## config.mk

```make
export PLATFORM = sky130hd
export DESIGN_NAME = mem_access_unit
export DESIGN_NICKNAME = d
export VERILOG_FILES = /design/src/rtl/mem_access_unit.sv
export SDC_FILE = /design/constraint.sdc
export NUM_CORES = 1
export LEC_CHECK = 0
export ABC_AREA = 1
export BUFFER_PORTS_ARGS = -buffer_cell sky130_fd_sc_hd__buf_2
export CAP_MARGIN = 10
export CORE_MARGIN = 2
export CORE_UTILIZATION = 33
export DETAILED_ROUTE_END_ITERATION = 12
export SLEW_MARGIN = 20
export SYNTH_ARGS = -nofsm -noshare
export SYNTH_HDL_FRONTEND = slang
export SYNTH_SLANG_ARGS = --single-unit
```

## constraint.sdc

```tcl
create_clock -name clk -period 2.65 [get_ports clk]
set_input_delay 0.53 -clock clk [delete_from_list [all_inputs] [get_ports clk]]
set_output_delay 0.53 -clock clk [all_outputs]
set_load 0.03 [all_outputs]
```

## src/rtl/mem_access_unit.sv

```systemverilog
// Load/store front end that sits between a simple request port and a
// single-outstanding word-wide memory. Handles byte lane steering for
// stores, lane extraction with sign/zero extension for loads, alignment
// errors and a bounded wait for the memory response.
module mem_access_unit #(
    parameter int WIDTH      = 16,
    parameter int ADDR_WIDTH = 16,
    parameter int TIMEOUT    = 255
) (
    input  logic                  clk,
    input  logic                  rst,
    input  logic                  req_valid,
    output logic                  req_ready,
    input  logic                  req_write,
    input  logic                  req_size,
    input  logic                  req_signed,
    input  logic [ADDR_WIDTH-1:0] req_addr,
    input  logic [WIDTH-1:0]      req_wdata,
    output logic                  resp_valid,
    output logic [WIDTH-1:0]      resp_rdata,
    output logic                  resp_error,
    output logic [ADDR_WIDTH-1:0] mem_address,
    output logic                  mem_read,
    output logic                  mem_write,
    output logic [WIDTH/8-1:0]    mem_byte_enable,
    output logic [WIDTH-1:0]      mem_wdata,
    input  logic                  mem_resp,
    input  logic [WIDTH-1:0]      mem_rdata
);

    localparam int LANES  = WIDTH / 8;
    localparam int LANE_W = $clog2(LANES);
    localparam int CNT_W  = $clog2(TIMEOUT + 1);
    // Last ACCESS cycle index that may still wait; the timeout fires on it.
    localparam logic [CNT_W-1:0] CNT_LAST = CNT_W'(TIMEOUT - 1);

    typedef enum logic [1:0] {
        S_IDLE,
        S_ACCESS,
        S_DONE
    } state_t;

    state_t              r_state;
    logic [CNT_W-1:0]    r_cnt;
    logic                r_write;
    logic                r_size;
    logic                r_signed;
    logic [LANE_W-1:0]   r_lane;

    logic [LANE_W-1:0]   w_lane;
    logic                w_misaligned;
    logic [LANES-1:0]    w_be_byte;
    logic [WIDTH-1:0]    w_wdata_byte;
    logic [7:0]          w_rbyte;
    logic [WIDTH-1:0]    w_load_data;

    assign w_lane       = req_addr[LANE_W-1:0];
    assign w_misaligned = req_size && (w_lane != '0);
    assign w_be_byte    = LANES'(1) << w_lane;
    assign w_wdata_byte = {LANES{req_wdata[7:0]}};
    assign w_load_data  = r_size ? mem_rdata
                                 : {{(WIDTH-8){r_signed & w_rbyte[7]}}, w_rbyte};

    // Pick the byte lane of the returning read data named by the captured address.
    always_comb begin
        w_rbyte = mem_rdata[7:0];
        for (int i = 0; i < LANES; i++) begin
            if (r_lane == LANE_W'(i)) begin
                w_rbyte = mem_rdata[i*8 +: 8];
            end
        end
    end

    // Request FSM: accept, drive the memory strobes, wait/timeout, respond.
    always_ff @(posedge clk or posedge rst) begin
        if (rst) begin
            r_state         <= S_IDLE;
            r_cnt           <= '0;
            r_write         <= 1'b0;
            r_size          <= 1'b0;
            r_signed        <= 1'b0;
            r_lane          <= '0;
            req_ready       <= 1'b1;
            resp_valid      <= 1'b0;
            resp_error      <= 1'b0;
            resp_rdata      <= '0;
            mem_address     <= '0;
            mem_read        <= 1'b0;
            mem_write       <= 1'b0;
            mem_byte_enable <= '0;
            mem_wdata       <= '0;
        end else begin
            case (r_state)
                S_IDLE: begin
                    if (req_valid) begin
                        req_ready   <= 1'b0;
                        r_write     <= req_write;
                        r_size      <= req_size;
                        r_signed    <= req_signed;
                        r_lane      <= w_lane;
                        r_cnt       <= '0;
                        mem_address <= {req_addr[ADDR_WIDTH-1:LANE_W], {LANE_W{1'b0}}};
                        if (w_misaligned) begin
                            // Never touches memory; report the error straight away.
                            r_state    <= S_DONE;
                            resp_valid <= 1'b1;
                            resp_error <= 1'b1;
                            resp_rdata <= '0;
                        end else begin
                            r_state         <= S_ACCESS;
                            mem_read        <= !req_write;
                            mem_write       <= req_write;
                            mem_byte_enable <= (req_write && !req_size) ? w_be_byte : '1;
                            mem_wdata       <= req_size ? req_wdata : w_wdata_byte;
                        end
                    end
                end
                S_ACCESS: begin
                    // A response on the final allowed cycle still wins over the timeout.
                    if (mem_resp) begin
                        r_state    <= S_DONE;
                        mem_read   <= 1'b0;
                        mem_write  <= 1'b0;
                        resp_valid <= 1'b1;
                        resp_error <= 1'b0;
                        resp_rdata <= r_write ? '0 : w_load_data;
                    end else if (r_cnt == CNT_LAST) begin
                        r_cnt      <= r_cnt + 1'b1;
                        r_state    <= S_DONE;
                        mem_read   <= 1'b0;
                        mem_write  <= 1'b0;
                        resp_valid <= 1'b1;
                        resp_error <= 1'b1;
                        resp_rdata <= '0;
                    end else begin
                        r_cnt <= r_cnt + 1'b1;
                    end
                end
                S_DONE: begin
                    r_state    <= S_IDLE;
                    resp_valid <= 1'b0;
                    resp_error <= 1'b0;
                    req_ready  <= 1'b1;
                end
                default: begin
                    r_state   <= S_IDLE;
                    req_ready <= 1'b1;
                end
            endcase
        end
    end

endmodule

```

; ---- After elaboration in Yosys (flattened, before gate mapping)
; Index checks and enable logic that the tools add are counted.
[totals]
regBits = 68
output_inout_bits = 55
[op_classes]
add_sub_neg = 1
n_eq_ne = 8
shift = 1
mux = 35
bitwise = 3
reduce_logical = 15
[ops]
columns = op, count
row1 = $mux 16, 7
row2 = $pmux 16 s2, 1
row3 = $mux 8, 3
row4 = $pmux 8 s2, 1
row5 = $mux 1, 12
row6 = $reduce_and 4->1, 3
row7 = $mux 2, 5
row8 = $add 8x1->8 const B, 1
row9 = $eq 8x8->1 const B, 1
row10 = $ne 2x2->1 const B, 4
row11 = $pmux 1 s2, 3
row12 = $pmux 1 s3, 2
row13 = $reduce_and 2->1, 3
row14 = $reduce_and 3->1, 2
row15 = $pmux 2 s2, 1
row16 = $ne 3x3->1 const B, 1
row17 = $reduce_bool 3->1, 1
row18 = $eq 2x1->1 const B, 1
row19 = $eq 2x2->1 const B, 1
row20 = $logic_and 1x1->1, 2
row21 = $logic_not 1->1, 2
row22 = $logic_not 2->1, 1
row23 = $not 1->1, 2
row24 = $reduce_bool 2->1, 1
row25 = 2 further kinds, 2

; ---- Logic depth before layout (Yosys ltp)
; Gate-level depths: netlist (run 1).
[logic_depth]
word_depth = 6
ltp_mapped = 10
mapped_depth_nobuf = 9

; ---- Least setup slack after synthesis (run 1)
; OpenSTA, ideal clock, no wires.
[synth_path]
path_kind = input port to flip-flop
from = input req_size
to = register resp_rdata[0]
t_arrival_ns = 1.420
t_required_ns = 2.532
setup_slack_ns = 1.113
cell_stages = 7
n_path_buf = 2
cell_sequence = buf_2 > nand2_1 > o21ai_1 > nand3_4 > buf_6 > nand2_1 > nand2_1
[synth_via]
elab_chain_len = 3
[synth_lines]
columns = item, line_no
row1 = start: declaration, 15  ; input logic req_size,
row2 = $logic_and 1x1->1, 58  ; assign w_misaligned = req_size && (w_lane != '0);
row3 = $ne 2x2->1 (no line), --
row4 = $reduce_and 4->1 (no line), --
row5 = end signal: assignment, 126  ; resp_rdata <= r_write ? '0 : w_load_data;
row6 = end: declaration, 20  ; output logic [WIDTH-1:0] resp_rdata,
; No other way between the ends.
; A chain may end at the register's enable or synchronous reset.

; ---- Final worst setup path (run 1)
[layout_path]
from = register r_state[1]
to = register mem_byte_enable[0]
[layout_via]
elab_chain_len = 2
[layout_lines]
columns = item, line_no
row1 = start: declaration, 43  ; state_t r_state;
row2 = start signal: assignment, 77  ; r_state <= S_IDLE;
row3 = start signal: assignment, 105  ; r_state <= S_DONE;
row4 = start signal: assignment, 110  ; r_state <= S_ACCESS;
row5 = $logic_not 2->1, 93  ; case (r_state)
row6 = $reduce_and 3->1 (no line), --
row7 = end signal: assignment, 113  ; mem_byte_enable <= (req_write && !req_size) ? w_be_byte : '1;
row8 = end: declaration, 25  ; output logic [WIDTH/8-1:0] mem_byte_enable,
; No other way between the ends.

==> impl_metrics.csv, run 1 <==
group,metric,value,unit
outcome,status,"complete, no violations",
die,num_rows,35,
critical_path,cp_data_arrival_time,2160,ps
pwr,p_per_area,1210,mW/mm^2
yosys,yosysWarnings,0,
place,gp_congestion,0.811,
grt,grt_first_pass_wirelength,12300,um
detailed_routing,drt_iter0_drc,130,
grt,grt_max_degree,69,
place,post-place-ws,737,ps
detailed_routing,wirelength,7350,um
die,pin_count,110,
place,post-dp-hpwl,5260,um
cts,cts_buffer_depth,2,
flow_run,max_cap_violations,0,
critical_path,critPathCaptureType,"flip-flop",
place,placed_area,0.00373,mm^2
yosys,synth_seq_cells,68,
finish,n_antenna_cell,0,
cts,cts_tree,"done",
yosys,synth_top_area_share,54.0,%
pwr,ir_drop,486,uV
finish,fill_cells,994,
detailed_routing,drc,0,
detailed_routing,dr.pass1.iters,5,
die,start_util,33.8,%
grt,gr-total-overflow,0,
die,die_h,101,um
cts,clock_sinks,68,
critical_path,startpoint_type,"flip-flop",
cts,cts_resized,0,
critical_path,slowest_stage,"dfrtp_1",
finish,mostFrequentLayoutCell,"nand2_1",
cts,root_buffer,"clkbuf_8",
die,die_w,101,um
cts,hold_buffers,0,
cts,htreeDepth,3,
finish,drive_above_1_share,27.6,%
yosys,synth_cell_type_count,27,
yosys,synth.area.top_cells,"dfrtp_1 54%, nand2_1 22%, o21ai_0 4.3%",
yosys,synth_seq_area_share,54.8,%
timing,finalSetupTns,0,ps
critical_path,cp_max_fo,26,
detailed_routing,viasPerCell,4.54,
finish,area_growth,25.5,%
grt,grt_pass1_vias,2636,
detailed_routing,avgRoutedWirePerCell,12.0,um
grt,antenna_found_initial,0,
finish,final_area,0.00390,mm^2
timing,finalWorstSetupSlack,746,ps
cts,clk_latency,330,ps
place,io_buffers,108,
die,core,0.00920,mm^2
yosys,synthesis.area,0.00311,mm^2
yosys,syn_inst,391,
timing,clock_skew,12.8,ps
timing,period_share,71.9,%
die,dieArea,0.0102,mm^2
cts,clk_pin_slew_worst_paths,80,ps
cts,post_cts_buffers,0,
timing,finalHoldViolCount,0,
min_path,hp-class,"in -> async",
critical_path,worst_ep_required_time,2900,ps
timing,period_minus_slack,1900,ps
detailed_routing,ant_nets,0,
pwr,finalPower,4.72,mW
pwr,cellLeakagePower,2.23,nW
timing,setup_viol,0,
finish,final_cell_mix,"185 x nand2_1, 108 x buf_2, 67 x dfrtp_1",
critical_path,cp_cell_sequence,"nor2_2 > nand2_2 > inv_2 > nand2_2 > inv_2 > nor2_1 > a21oi_1",
grt,grt_usage,15.1,%
yosys,syn_avg_cell_area,7.95,um^2
timing,rsz0062_at_grt,"no",
timing,max_freq,525,MHz
detailed_routing,route.vias.total,2788,
finish,nets,555,
critical_path,critical_path_class,"reg -> reg",
critical_path,slowest_delay,490,ps
finish,final_util,42.4,%
cts,cts_buffers,9,
yosys,syn-num-nets,448,
timing,final_max_slew_viol_count,0,
yosys,yosys.area.top_type,"dfrtp_1",
-- Yosys cell counts, drive strengths merged --
cell type    n
nand2      189
dfrtp       67
inv         32
o21ai       31
nor2        20
nand3       18
buf         11
nand4        7
a21oi        4
clkbuf       3
ha           2
o211ai       2
a21boi       1
conb         1
dfstp        1
nor3         1
or2          1
-- critical path: cells and delay by family (launching register included) --
| kind | cells | cell delay, ps |
|---|---|---|
| AOI/OAI and AO/OA | 1 | 110 |
| buffers and inverters | 2 | 520 |
| DFF | 1 | 490 |
| and+or+nand+nor | 4 | 700 |
-- stage by stage --
step           hold slack, ps  std cells
6_report                  235        614
4_1_cts                   269        614
3_3_place_gp              452        598
3_5_place_dp              456        598
5_1_grt                   294        614
2_1_floorplan             449        391
-- report_power, final --
group / internal (mW) / switching [mW]
sequential: 1.48 / 0.291
clock: 0.366 / 0.369
combinational: 0.609 / 1.60
-- kinds of logic after synthesis --
logic type,Yosys count,synth area share (%)
other,1,0.121
adder cells (fa/ha/maj),2,0.805
flip-flops,68,54.8
AND/OR/NAND/NOR,236,31.3
buffers and inverters,46,6.48
AO/OA/AOI/OAI,38,6.48
-- registers in the layout (all words and copies together) (netlist names) --
register         flops
resp_valid           1
mem_address         15
r_signed             1
r_cnt                8
resp_error           1
mem_wdata           16
resp_rdata          16
r_lane               1
r_state              2
mem_byte_enable      2
req_ready            1
mem_write            1
mem_read             1
r_size               1
r_write              1
-- final timing paths --
kind,startpoint,end,slack [ps],cells after the start
worst max-delay path,r_state[1],mem_byte_enable[0],750,7
worst min-delay path,rst,mem_address[3],240,3
worst max register to register,r_state[1],mem_byte_enable[0],750,7
worst min register to register,resp_rdata[9],resp_rdata[9],470,2
max in group asynchronous,rst,req_ready,2050,3
min in group clk,req_addr[1],mem_address[1],380,3
-- per-layer routing --
metal  global-route usage, %  wire length, um  vias up
met5                       0                0        -
met4                    6.44              181        0
met3                    2.70              304       13
met2                    24.8             3490       64
met1                    19.7             3380     1285
li1                        -                -     1426
-- final cells by class --
class                      count  area (um^2)  share of cell area [%]
clock buffer                  14          153                    3.92
clock inverter                 2         12.5                   0.321
inverter                      32          120                    3.08
multi-input combinational    277         1200                    30.9
sequential                    68         1700                    43.7
tap                          111          139                    3.56
timing repair buffer         110          568                    14.6
(Power assumes the default switching activity.)
==> inputs of run 2 (changes only) <==
==> constraint.sdc (replaced) <==
create_clock -name clk -period 1.9 [get_ports clk]
set_input_delay 0.38 -clock clk [delete_from_list [all_inputs] [get_ports clk]]
set_output_delay 0.38 -clock clk [all_outputs]
set_load 0.03 [all_outputs]
==> run 2 against run 1 <==
Hold slack worse by 130 ps. Worst setup slack worse by 380 ps. Sequential power is 39% higher. Register-to-register slack worse by 380 ps. First-iteration DRC count is 14% lower. Clock skew is 4.4 ps lower. Critical path depth is 2 higher. Flip-flop and latch count stayed put. Sequential share of layout area is 0.68 points lower. Via count is 1.1% higher. Maximum frequency is 24% higher. Final cell count is 0.49% higher. Critical path type unchanged.
==> impl_metrics.csv, run 2 (synthesis gave the netlist of run 1 again) <==
group,metric,value,unit
cts,clock_sinks,68,
critical_path,reg2reg_to,"resp_rdata[7]",
place,io_buffers,108,
critical_path,slowest_stage,"dfrtp_1",
finish,top_regs,"mem_wdata x16, resp_rdata x16, mem_address x15",
timing,finalHoldViolCount,0,
pwr,comb_power_share,46.0,%
critical_path,cp_cell_sequence,"inv_1 > ha_1 > nand2_1 > nor2_1 > nand2_1 > nand2_2 > nand3_4 > nand2_1 > nand2_1",
critical_path,path_buf_inv,1,
finish,mostFrequentLayoutCell,"nand2_1",
place,place_inst,601,
die,pin_count,110,
finish,seq_area,0.00170,mm^2
cts,hold_buffers,0,
timing,period_share,80.8,%
pwr,p_per_area,1710,mW/mm^2
die,die_w,101,um
detailed_routing,ant_nets,0,
finish,final_cell_mix,"185 x nand2_1, 108 x buf_2, 67 x dfrtp_1",
detailed_routing,route.vias.total,2818,
pwr,p_sw_share,47.5,%
timing,clock_skew,8.39,ps
cts,cts_tree,"done",
finish,multi_input_area,0.00120,mm^2
detailed_routing,drt_iter0_drc,112,
finish,nets,558,
critical_path,reg2reg_setup_slack,370,ps
place,gp_congestion,0.840,
detailed_routing,wirelength,7420,um
finish,drive_above_1_share,28.9,%
timing,whs,103,ps
critical_path,crit_family,"simple AND/OR/NAND/NOR gates",
pwr,ir_drop,708,uV
detailed_routing,drc,0,
grt,grt_max_degree,69,
finish,n_antenna_cell,0,
cts,clk_latency,340,ps
pwr,finalPower,6.76,mW
finish,area_growth,27.4,%
detailed_routing,viasPerCell,4.57,
pwr,cellLeakagePower,2.26,nW
cts,cts_buffers,9,
finish,fill_cells,965,
timing,period_minus_slack,1530,ps
pwr,p_switching,3.21,mW
die,die_h,101,um
grt,grt_first_pass_wirelength,12200,um
flow_run,max_cap_violations,0,
critical_path,crit_start,"r_cnt[0]",
timing,rsz0062_at_grt,"no",
critical_path,critPathCaptureType,"flip-flop",
pwr,power.internal,3.55,mW
cts,htreeDepth,3,
detailed_routing,dr.pass1.iters,4,
die,start_util,33.8,%
cts,clk_pin_slew_worst_paths,80,ps
critical_path,cp_data_arrival_time,1770,ps
critical_path,worst_ep_required_time,2130,ps
timing,max_freq,652,MHz
critical_path,reg2reg_from,"r_cnt[0]",
finish,stdcell_count,617,
grt,grt_pass1_vias,2669,
die,core,0.00920,mm^2
place,post-place-ws,371,ps
min_path,hp-class,"in -> async",
timing,setup_viol,0,
critical_path,cp_max_fo,18,
critical_path,crit_path_frequent_cell,"nand2_1",
critical_path,startpoint_type,"flip-flop",
timing,final_max_slew_viol_count,0,
pwr,power_frac_seq,36.4,%
die,num_rows,35,
outcome,status,"complete, no violations",
cts,cts_buffer_depth,2,
die,dieArea,0.0102,mm^2
grt,grt_usage,15.1,%
detailed_routing,avgRoutedWirePerCell,12.0,um
critical_path,critical_path_class,"reg -> reg",
critical_path,worstRegToRegCells,9,
timing,finalSetupTns,0,ps
place,post-dp-hpwl,5380,um
critical_path,cp.depth,9,
cts,post_cts_buffers,0,
grt,antenna_found_initial,0,
timing,finalWorstSetupSlack,365,ps
cts,cts_resized,0,
critical_path,slowest_delay,400,ps
pwr,clkPwrFrac,17.6,%
critical_path,critPathCapture,"resp_rdata[7]",
cts,root_buffer,"clkbuf_8",
grt,gr-total-overflow,0,
run 2: metal layers:
layer | wire [um] | part of all wire [%] | global-route usage (%) | vias to the layer above
li1 | - | - | - | 1433
met1 | 3480 | 47 | 19.9 | 1301
met2 | 3380 | 46 | 23.2 | 69
met3 | 387 | 5.2 | 3.61 | 15
met4 | 173 | 2.3 | 7.80 | 0
met5 | 0 | 0 | 0 | -
run 2: worst min path at each step:
stage                    from              to  slack [ps]  cells after the start
2_1_floorplan        r_signed        r_signed         450                      2
3_3_place_gp   resp_rdata[11]  resp_rdata[11]         450                      2
3_5_place_dp       resp_valid      resp_valid         450                      2
4_1_cts                   rst  mem_address[7]         120                      3
5_1_grt                   rst  mem_address[7]         120                      3
6_report                  rst  mem_address[7]         100                      3
run 2: power groups by stage:
stage | Combinational [mW] | Sequential [mW] | Clock [mW]
CTS | 3.15 | 2.46 | 1.23
global placement | 3.10 | 2.48 | 0
detailed placement | 3.15 | 2.47 | 0
floorplan | 1.24 | 3.46 | 0
global route | 3.43 | 2.55 | 1.30
finish | 3.10 | 2.46 | 1.19
run 2: per-stage QoR:
stage               util (%)  instance area, um^2
floorplan                  -                 3110
global placement        40.9                 3760
detailed placement      40.9                 3760
CTS                     43.0                 3960
global route            43.0                 3960
finish                  43.0                 3960
run 2: worst min-delay path, stage by stage:
cell,delay [ps]
buf_2,110
clkinvlp_4,70
buf_12,300
run 2: area by class of cell:
type	instances	share of cell area, %
Clock buffer	9	3.13
Timing Repair Buffer	113	14.9
Multi-Input combinational cell	277	30.4
Inverter	32	3.13
Tap cell	111	3.51
Sequential cell	68	43.0
Clock inverter	7	1.93
==> inputs of run 3 (changes only) <==
==> constraint.sdc (replaced) <==
create_clock -name clk -period 1.35 [get_ports clk]
set_input_delay 0.27 -clock clk [delete_from_list [all_inputs] [get_ports clk]]
set_output_delay 0.27 -clock clk [all_outputs]
set_load 0.03 [all_outputs]
==> run 3 against run 2 <==
Worst setup slack worse by 460 ps. Largest power group unchanged. Utilization up 4.4 points. Via count increased by 6.4%. Critical path depth up 1. The flow now finishes with violations (setup timing). Non-clock buffer count grew 24. Sequential share of layout area fell by 4.0 points.
==> impl_metrics.csv, run 3 (synthesis gave the netlist of run 1 again) <==
group,metric,value,unit
outcome,status,"complete, but fails checks",
outcome,failed_checks,"setup timing",
cts,clk_latency,340,ps
timing,period_share,107,%
detailed_routing,drt_iter0_drc,113,
cts,root_buffer,"clkbuf_8",
finish,fill_cells,907,
detailed_routing,dr.pass1.iters,4,
timing,clock_skew,6.50,ps
finish,final_cell_mix,"171 x nand2_1, 107 x buf_2, 66 x dfrtp_1",
grt,grt_pass1_vias,2935,
grt,grt_max_degree,28,
detailed_routing,avgRoutedWirePerCell,12.4,um
finish,mostFrequentLayoutCell,"nand2_1",
die,die_w,101,um
die,core,0.00920,mm^2
detailed_routing,ant_nets,0,
die,num_rows,35,
finish,top_regs,"mem_wdata x16, resp_rdata x16, mem_address x15",
finish,final_area,0.00437,mm^2
min_path,hp-class,"in -> reg",
pwr,p_per_area,2420,mW/mm^2
critical_path,cp_max_fo,8,
critical_path,path_buf_inv,2,
timing,period_minus_slack,1440,ps
critical_path,slowest_delay,400,ps
cts,clk_pin_slew_worst_paths,70,ps
timing,final_max_slew_viol_count,0,
grt,grt_first_pass_wirelength,13200,um
detailed_routing,highest_layer,"met4",
finish,nets,585,
pwr,ir_drop,1070,uV
timing,rsz0062_at_grt,"yes",
timing,finalWorstSetupSlack,-92.2,ps
place,gp_congestion,0.859,
detailed_routing,wl_met1,3530,um
critical_path,worstRegToRegCells,10,
critical_path,worst_ep_required_time,1590,ps
detailed_routing,wl_met3,385,um
critical_path,crit_family,"simple AND/OR/NAND/NOR gates",
critical_path,crit_start,"r_cnt[0]",
finish,drive_above_1_share,36.4,%
detailed_routing,viasPerCell,4.65,
die,pin_count,110,
critical_path,critPathCaptureType,"flip-flop",
place,placed_area,0.00393,mm^2
flow_run,max_cap_violations,0,
min_path,hold_path_depth,3,
grt,antenna_found_initial,0,
place,post-dp-hpwl,5700,um
detailed_routing,wirelength,7970,um
cts,cts_buffer_depth,2,
place,post-place-ws,-120,ps
detailed_routing,drc,0,
critical_path,cp_data_arrival_time,1680,ps
timing,max_freq,693,MHz
grt,gr-total-overflow,0,
die,dieArea,0.0102,mm^2
critical_path,critical_path_class,"reg -> reg",
die,die_h,101,um
die,start_util,33.8,%
critical_path,cp.depth,10,
finish,area_growth,40.6,%
cts,htreeDepth,3,
place,io_buffers,108,
cts,cts_tree,"done",
cts,clock_sinks,68,
detailed_routing,route.vias.total,2997,
critical_path,cp_cell_sequence,"inv_2 > ha_4 > nand2_2 > nor2_1 > nand2_1 > nand2_4 > buf_6 > nand3_4 > nand2_2 > nand2_1",
pwr,cellLeakagePower,2.43,nW
critical_path,reg2reg_from,"r_cnt[0]",
timing,setup_viol,25,
grt,grt_usage,16.4,%
critical_path,slowest_stage,"dfrtp_1",
timing,finalHoldViolCount,0,
detailed_routing,met2WireLength,3860,um
critical_path,startpoint_type,"flip-flop",
finish,n_antenna_cell,0,
min_path,hold_start,"req_addr[3]",
cts,cts_buffers,9,
## run 3: final timing paths
path,end,slack [ps]
worst min-delay path,mem_address[3],120
worst min register to register,resp_valid,480
worst max register to register,mem_read,-90
max in group asynchronous,req_ready,430
min in group asynchronous,mem_address[7],410
worst max-delay path,mem_read,-90
## run 3: layer usage
layer | vias up | GRT usage, %
met5 | - | 0
met4 | 0 | 8.00
met3 | 16 | 2.84
met2 | 82 | 26.7
met1 | 1406 | 21.1
li1 | 1493 | -
## run 3: what timing repair did
item                       in CTS  in global routing
setup endpoints to repair      44                 60
pin swaps                       3                  5
hold endpoints to repair        7                  0
setup buffers                   4                  1
cloned                          1                  2
hold buffers                    1                  0
gates resized for setup        11                 23
## run 3: power breakdown
group	leakage [nW]	switching, mW	internal (mW)	total, mW
registers	0.863	0.546	2.91	3.45
clock network	0.105	0.797	1.09	1.88
logic	1.46	3.52	1.72	5.24
## run 3: worst min-delay path, delay by kind of cell
family | cells | cell delay (ps)
AND/OR/NAND/NOR | 2 | 80
buffers and inverters | 1 | 70
## run 3: area by class of cell
class | count | area (um^2) | area share [%]
Sequential cell | 68 | 1700 | 39.0
Multi-Input combinational cell | 280 | 1340 | 30.7
Timing Repair Buffer | 137 | 833 | 19.1
Tap cell | 111 | 139 | 3.18
Clock buffer | 10 | 138 | 3.15
Inverter | 32 | 126 | 2.89
Clock inverter | 6 | 87.6 | 2.01
## run 3: per-stage QoR
step	utilization [%]	TNS [ps]	power (mW)	hold WS (ps)	cells
2_1_floorplan	-	-173	6.63	359	391
3_3_place_gp	42.7	-793	8.09	232	619
3_5_place_dp	42.7	-2260	8.20	243	619
4_1_cts	46.4	-938	10.4	107	641
5_1_grt	47.5	-5160	11.4	105	644
6_report	47.5	-1250	10.6	121	644
